`src/rtl/cmp_search_ctrl.sv`:
```
`default_nettype none
// ============================================================================
// Module      : cmp_search_ctrl
// Description : Binary-search initiator for a shared magnitude comparator.
//               A request carries an inclusive window [i_req_lo, i_req_hi].
//               Each SEARCH cycle puts a midpoint candidate on o_cmp_a, samples
//               the comparator's eq/gt/lt flags and shrinks the window. The
//               result is held on the rsp_* outputs until it is consumed.
// Ports       : clk, arst            clock, async active-high reset
//               i_req_*/o_req_rdy    search request handshake
//               o_cmp_a/o_cmp_vld    candidate to comparator (target on its B)
//               i_cmp_eq/gt/lt       comparator result flags
//               o_rsp_*/i_rsp_rdy    result handshake and payload
// Revision    : 1.0 - initial release
// ============================================================================
module cmp_search_ctrl #(
  parameter int W = 32
) (
  input  logic                      clk,
  input  logic                      arst,
  input  logic                      i_req_vld,
  input  logic [W-1:0]              i_req_lo,
  input  logic [W-1:0]              i_req_hi,
  output logic                      o_req_rdy,
  output logic [W-1:0]              o_cmp_a,
  output logic                      o_cmp_vld,
  input  logic                      i_cmp_eq,
  input  logic                      i_cmp_gt,
  input  logic                      i_cmp_lt,
  output logic                      o_rsp_vld,
  input  logic                      i_rsp_rdy,
  output logic                      o_rsp_found,
  output logic                      o_rsp_err,
  output logic [W-1:0]              o_rsp_val,
  output logic [$clog2(W + 2)-1:0]  o_rsp_iters
);

  localparam int CNT_W = $clog2(W + 2);

  localparam logic [W-1:0]     c_one_w   = {{(W-1){1'b0}}, 1'b1};
  localparam logic [CNT_W-1:0] c_one_cnt = {{(CNT_W-1){1'b0}}, 1'b1};

  typedef enum logic [1:0] {
    S_IDLE   = 2'd0,
    S_SEARCH = 2'd1,
    S_DONE   = 2'd2
  } state_t;

  state_t           r_state, w_state_nxt;
  logic [W-1:0]     r_lo, w_lo_nxt;
  logic [W-1:0]     r_hi, w_hi_nxt;
  logic [W-1:0]     r_cand, w_cand_nxt;
  logic [CNT_W-1:0] r_iters, w_iters_nxt;
  logic             r_found, w_found_nxt;
  logic             r_err, w_err_nxt;
  logic [W-1:0]     r_val, w_val_nxt;

  // Midpoint written as lo + half-span so the sum can never exceed hi.
  function automatic logic [W-1:0] f_mid(input logic [W-1:0] lo, input logic [W-1:0] hi);
    f_mid = lo + ((hi - lo) >> 1);
  endfunction

  always_ff @(posedge clk or posedge arst) begin
    if (arst) begin
      r_state <= S_IDLE;
      r_lo    <= '0;
      r_hi    <= '0;
      r_cand  <= '0;
      r_iters <= '0;
      r_found <= 1'b0;
      r_err   <= 1'b0;
      r_val   <= '0;
    end else begin
      r_state <= w_state_nxt;
      r_lo    <= w_lo_nxt;
      r_hi    <= w_hi_nxt;
      r_cand  <= w_cand_nxt;
      r_iters <= w_iters_nxt;
      r_found <= w_found_nxt;
      r_err   <= w_err_nxt;
      r_val   <= w_val_nxt;
    end
  end

  always_comb begin
    w_state_nxt = r_state;
    w_lo_nxt    = r_lo;
    w_hi_nxt    = r_hi;
    w_cand_nxt  = r_cand;
    w_iters_nxt = r_iters;
    w_found_nxt = r_found;
    w_err_nxt   = r_err;
    w_val_nxt   = r_val;

    case (r_state)
      S_IDLE: begin
        if (i_req_vld) begin
          w_iters_nxt = '0;
          w_found_nxt = 1'b0;
          w_err_nxt   = 1'b0;
          w_val_nxt   = '0;
          if (i_req_lo <= i_req_hi) begin
            w_lo_nxt    = i_req_lo;
            w_hi_nxt    = i_req_hi;
            w_cand_nxt  = f_mid(i_req_lo, i_req_hi);
            w_state_nxt = S_SEARCH;
          end else begin
            w_state_nxt = S_DONE;
          end
        end
      end

      S_SEARCH: begin
        w_iters_nxt = r_iters + c_one_cnt;
        case ({i_cmp_eq, i_cmp_gt, i_cmp_lt})
          3'b100: begin
            w_found_nxt = 1'b1;
            w_val_nxt   = r_cand;
            w_state_nxt = S_DONE;
          end
          3'b010: begin
            // Candidate too big. At cand == lo the window would empty, and
            // stopping here also keeps cand - 1 from wrapping below zero.
            if (r_cand == r_lo) begin
              w_state_nxt = S_DONE;
            end else begin
              w_hi_nxt   = r_cand - c_one_w;
              w_cand_nxt = f_mid(r_lo, r_cand - c_one_w);
            end
          end
          3'b001: begin
            // Candidate too small; symmetric end test keeps cand + 1 in range.
            if (r_cand == r_hi) begin
              w_state_nxt = S_DONE;
            end else begin
              w_lo_nxt   = r_cand + c_one_w;
              w_cand_nxt = f_mid(r_cand + c_one_w, r_hi);
            end
          end
          default: begin
            w_err_nxt   = 1'b1;
            w_found_nxt = 1'b0;
            w_state_nxt = S_DONE;
          end
        endcase
      end

      S_DONE: begin
        if (i_rsp_rdy) begin
          w_state_nxt = S_IDLE;
        end
      end

      default: begin
        w_state_nxt = S_IDLE;
      end
    endcase
  end

  // Outputs are gated by state so stale result/candidate registers never leak.
  assign o_req_rdy   = (r_state == S_IDLE);
  assign o_cmp_vld   = (r_state == S_SEARCH);
  assign o_cmp_a     = (r_state == S_SEARCH) ? r_cand : '0;
  assign o_rsp_vld   = (r_state == S_DONE);
  assign o_rsp_found = (r_state == S_DONE) & r_found;
  assign o_rsp_err   = (r_state == S_DONE) & r_err;
  assign o_rsp_val   = (r_state == S_DONE && r_found) ? r_val : '0;
  assign o_rsp_iters = (r_state == S_DONE) ? r_iters : '0;

endmodule
`default_nettype wire

```
`config.mk`:
```
export PLATFORM = sky130hd
export DESIGN_NAME = cmp_search_ctrl
export DESIGN_NICKNAME = d
export VERILOG_FILES = /design/src/rtl/cmp_search_ctrl.sv
export SDC_FILE = /design/constraint.sdc
export NUM_CORES = 1
export LEC_CHECK = 0
export BUFFER_PORTS_ARGS = -buffer_cell sky130_fd_sc_hd__buf_2
export CAP_MARGIN = 5
export CORE_ASPECT_RATIO = 0.5
export CORE_MARGIN = 8
export CORE_UTILIZATION = 50
export CTS_BUF_LIST = sky130_fd_sc_hd__clkbuf_8 sky130_fd_sc_hd__clkbuf_16
export DETAILED_ROUTE_END_ITERATION = 16
export PLACE_DENSITY = 0.71
export REMOVE_ABC_BUFFERS = 1
export SYNTH_ARGS = -nofsm -noshare
export SYNTH_HDL_FRONTEND = slang
export SYNTH_SLANG_ARGS = --single-unit
```
`constraint.sdc`:
```
create_clock -name clk -period 5.8 [get_ports clk]
set_clock_uncertainty 0.15 [all_clocks]
set_input_delay 0.58 -clock clk [delete_from_list [all_inputs] [get_ports clk]]
set_output_delay 0.58 -clock clk [all_outputs]
set_load 0.005 [all_outputs]
```
### Yosys cells after proc, flatten, opt, wreduce, memory -nomap -nowiden

Index checks and enable logic that the tools add are counted.

* register bits: 138
* bits of input ports: 71
* output and inout port bits: 75
* logic and storage cells: 91

* add/subtract/negate cells: 9
* magnitude comparators: 1
* eq/ne operators: 22
* muxes and demuxes: 36
* bitwise logic cells: 2
* reduce and logical (&&, ||, !) cells: 13

Operators with widths (count)
* $mux W32: 16
* $pmux W32 S2: 5
* $add A32 B31 Y32: 3
* $sub A32 B32 Y32: 3
* $eq A32 B32 Y1: 2
* $add A32 B1 Y32 const B: 1
* $le A32 B32 Y1: 1
* $sub A32 B1 Y32 const B: 1
* $mux W6: 2
* $ne A3 B3 Y1 const B: 4
* $pmux W6 S2: 1
* $mux W2: 5
* $ne A2 B1 Y1 const B: 5
* $ne A2 B2 Y1 const B: 5
* $reduce_and A5 Y1: 2
* $reduce_and A3 Y1: 3
* $add A6 B1 Y6 const B: 1
* $pmux W1 S2: 3
* $pmux W2 S3: 1
* $reduce_and A6 Y1: 1
* $pmux W2 S2: 1
* $reduce_and A4 Y1: 1
* $eq A3 B1 Y1 const B: 1
* $eq A3 B2 Y1 const B: 1
* 12 further kinds: 14

### Longest topological paths before layout

* depth in word-level cells: 6
* depth in mapped cells: 31
* gate-level depth less buffers: 29

### Least setup slack after synthesis

Ideal clock, no wire load.

* kind: reg-to-reg
* start point: register r_cand[8]
* end point: register r_cand[30]
* setup time: 0.142 ns
* arrival: 5.619 ns
* required time: 5.508 ns
* setup slack: -0.111 ns
* cell stages (with the launch flop): 28
* path buffers: 3
* period minus slack after synthesis: 5.911 ns
* cells stage by stage: dfrtp_1 -> buf_6 -> or4_4 -> nor4_4 -> nand4_2 -> or2_1 -> buf_6 -> xnor2_1 -> ha_1 -> and4_1 -> and3_1 -> a221oi_1 -> o21ai_0 -> or3_1 -> o21ai_0 -> xnor2_1 -> ha_1 -> clkbuf_1 -> a21o_1 -> a21o_1 -> a21o_1 -> a21o_1 -> a21o_1 -> a221o_1 -> a31oi_1 -> xnor2_1 -> a211oi_1 -> a32oi_1

* word-level cells in the longest chain between the ends: 6
* elaborated cells on any way between the ends: 15
* those cells by class: 6 x add/sub; 4 x eq/ne; 4 x mux; 1 x reduce/logical

Ends and longest elaborated chain
* start: declaration: RTL line 52 `logic [W-1:0] r_cand, w_cand_nxt;`
* start signal: assignment: RTL line 77 `r_cand <= w_cand_nxt;`
* $add A32 B1 Y32 / $sub A32 B1 Y32 (equally long branches): RTL line 137, 128
* $sub A32 B32 Y32: RTL line 60 `f_mid = lo + ((hi - lo) >> 1);`
* $add A32 B31 Y32: RTL line 60
* $mux W32, on equally long branches: RTL line 133, 124
* $pmux W32 S2: RTL line 115 `case ({i_cmp_eq, i_cmp_gt, i_cmp_lt})`
* $pmux W32 S2: RTL line 95 `case (r_state)`

Several ways; a longest one is shown, not always the timed one. The select of a mux whose other input is x is not followed.
A chain may end at the register's enable or synchronous reset.

### Final worst setup path

* start point: register r_cand[6]
* end point: register r_cand[30]

Same word-level chain as after synthesis.

==> summary.md <==
| Metric | Value |
|---|---|
| Worst Hold Class | in -> async |
| Post-Synthesis Cells | 2,378 |
| Post-synth EDFFs | 0 |
| Final period util | 105% |
| Clk_lat worst skew | 0.46 ns |
| DRC Markers | 0 |
| Post-DRT Antenna Nets | 0 |
| Worst Hold Slack | between 0.07 and 0.08 ns |
| RSZ-0062 raised after global routing | true |
| Failing checks | setup timing |
| CTS clk-pin slew, worst paths | 0.07 ns |
| Most common cell on crit path | a21o_1 |
| WL/cell | 20.6 um |
| Headroom to the max-slew limit | between 30% and 40% |
| Final Max Tran Viols | 0 |
| Max Cap Violations | 0 |
| Gpl congestion | 0.999 |
| Worst EP required | 5.97 ns |
| Fraction of layout cells with a size suffix above 1 | 22.6% |
| Final Cell Area | 0.0225 mm2 |
| Tmin final | between 6 and 7 ns |
| Final hold violation count | 0 |
| Vias in the first global route | 17,600 |
| Port Buffer Count | 145 |
| Post-synthesis sequential area ratio | 18.8% |
| TritonCTS Buffers | 17 |
| Top cell type's share of synthesized area | 18.8% |
| Area grow syn2layout | 22.0% |
| TritonRoute pass-1 iters | 5 |
| # nets final | 2,954 |
| Site Rows | between 40 and 50 |
| Drt initial violations | 1,873 |
| Ys async rst share | 100% |
| DIE HEIGHT | 152 um |
| Most used DFF post-synth | dfrtp_1 |
| Synth Cell Area | 0.0184 mm2 |
| Synth Register Bits | 138 |
| Post-synth top area cell | dfrtp_1 |
| Outcome | finished, violations left |
| Post-route setup slack | -0.280 ns |
| CP max stage cell | or4_4 |
| WS Path Type | reg -> reg |
| Die area | 0.0436 mm2 |
| CTS Root Cell | clkbuf_16 |
| Hpwl dp | 51.1 mm |
| H-tree depth | 4 |
| Ports | 146 |
| Initial antenna violation count | 1 |
| Initial core utilization | 51.0% |
| Worst-Margin Slew | 1.04 ns |
| Clock net sink count | 138 |
| Setup violators final | 4 |
| First-pass GRT wire length | 98.9 mm |
| Routed WL | about 66 mm |
| Synth warnings | 0 |
| Crit-path max FO | 4 |
| DR vias/cell | about 6 |
| Max stage delay on crit path | around 0.57 ns |
| Largest net degree at the start of global routing | 78 |
| CTS tree | built |
| CP Cell Sequence | or4_4 -> nor4_4 -> nand4_2 -> or2_4 -> xnor2_4 -> ha_4 -> and4_4 -> and3_4 -> a221oi_4 -> o21ai_2 -> or3_4 -> o211ai_1 -> nand2b_1 -> a21oi_2 -> xnor2_2 -> ha_1 -> a21o_1 -> a21o_1 -> a21o_1 -> a221o_1 -> a31oi_2 -> xnor2_1 -> a211oi_1 -> a32oi_1 |
| DIE WIDTH | between 200 and 300 um |
| Worst setup SP type | register |
| Total gr overflow | 0 |
| Fmax | 164 MHz |
| Vias | 19,100 |
| Core footprint | about 0.036 mm2 |
| CTS Hold Buffers Added | 0 |
| Placed cell area | 0.0211 mm2 |
| Fill cell count | about 3,200 |
| Total global-route track usage | about 29% |
| Largest cells by area after synthesis | dfrtp_1, ha_1, xor2_1, xnor2_1, a21oi_1 |
| Clk buf depth | 2 |
| Critical Path End Type | register |
| Post-Syn Area per Cell | between 7 and 8 um2 |
| Critical path arrival | 6.25 ns |
| Cell variety after synth | 90 |
==> synth_stat cells, types with 42 or more instances <==
cell type,number
nand2_1,230
ha_1,192
a21oi_1,191
inv_1,157
nor2_1,152
o21ai_0,151
xor2_1,150
dfrtp_1,138
xnor2_1,126
a21o_1,94
clkbuf_1,73
nand3_1,50
and3_1,46
mux2_2,46
and2_1,42
o211ai_1,42
==> layer usage <==
layer  vias to the layer above  share of wire (%)  GRT usage (%)
met2                       726                 45           46.1
li1                       9128                  -              -
met5                         -                  0              0
met4                         0                4.5           13.1
met1                      9095                 43           38.2
met3                       155                6.7           4.84
==> worst max-delay path: cells and delay by family (launching register included) <==
family                   cells  cell delay [ns]
AO/OA/AOI/OAI               11             2.21
XOR/XNOR                     3             0.39
adder cells (fa/ha/maj)      2             0.48
flip-flops                   1             0.39
AND/OR/NAND/NOR              8             2.31
==> per-stage QoR <==
step	TNS, ns	util [%]	std cells	setup WS, ns
after floorplan	-14.22	-	2270	-0.561
after global placement	-0.391	58.3	3128	-0.247
after detailed placement	-0.865	58.3	3128	-0.348
after CTS	-0.476	60.5	3164	-0.226
after global routing	-2.79	62.2	3182	-0.579
final	-0.594	62.2	3183	-0.280
==> cell type report <==
type | count | area, um2 | share of cell area, %
Clock buffer | 18 | 439 | 1.96
Clock inverter | 14 | 181 | 0.808
Sequential cell | 138 | 3450 | 15.4
Tap cell | 484 | 606 | 2.70
Antenna cell | 1 | 2.50 | 0.0111
Multi-Input combinational cell | 1973 | 14500 | 64.7
Inverter | 159 | 604 | 2.69
Timing Repair Buffer | 396 | 2650 | 11.8
==> path summary, 6_finish.rpt <==
kind	start	slack [ns]	to	cells after the start
worst max-delay path	r_cand[6]$_DFFE_PP0P_	-0.28	r_cand[30]$_DFFE_PP0P_	24
worst min-delay path	arst	0.08	r_val[8]$_DFFE_PP0P_	2
worst max register to register	r_cand[6]$_DFFE_PP0P_	-0.28	r_cand[30]$_DFFE_PP0P_	24
worst min register to register	r_iters[5]$_DFFE_PP0P_	0.34	r_iters[5]$_DFFE_PP0P_	1
max in group asynchronous	arst	4.03	r_hi[16]$_DFFE_PP0P_	3
min in group clk	i_rsp_rdy	0.27	r_state[1]$_DFFE_PP0P_	3
==> flip-flops by register name, indices dropped and copies added, names as in the netlist <==
register	count
r_cand	32
r_state	2
r_hi	32
r_err	1
r_iters	6
r_found	1
r_val	32
r_lo	32
==> cell families (layout without fill, tap and decap cells) <==
group | count (synthesis) | count (layout) | synth area share [%]
simple gates | 716 | 716 | 19.0
other cells | 0 | 1 | 0
fa+ha+maj | 198 | 198 | 13.7
compound gates | 689 | 689 | 24.1
xor+xnor | 277 | 277 | 13.2
mux | 93 | 93 | 5.44
flops | 138 | 138 | 18.8
buf+inv | 267 | 587 | 5.74
==> cell usage in the layout (no fill, tap or decap), drive strengths merged, types with 42 or more instances in the layout <==
cell type,Yosys,routed
a21oi,192,192
mux2,56,56
inv,159,165
dfrtp,138,138
and3,46,46
o21ai,160,160
nand3,51,51
xor2,150,150
ha,192,192
xnor2,127,127
nor2,153,153
o211ai,42,42
buf,35,396
nand2,230,230
a21o,94,94
and2,42,42
==> what timing repair did <==
action	4_1_cts	5_1_grt
setup endpoints to repair	9	15
gates resized for setup	34	106
pin swaps	31	67
buffers inserted	5	21
Power is not shown: default switching activity piles up to over one toggle a cycle in this logic, so the estimate is an artifact.
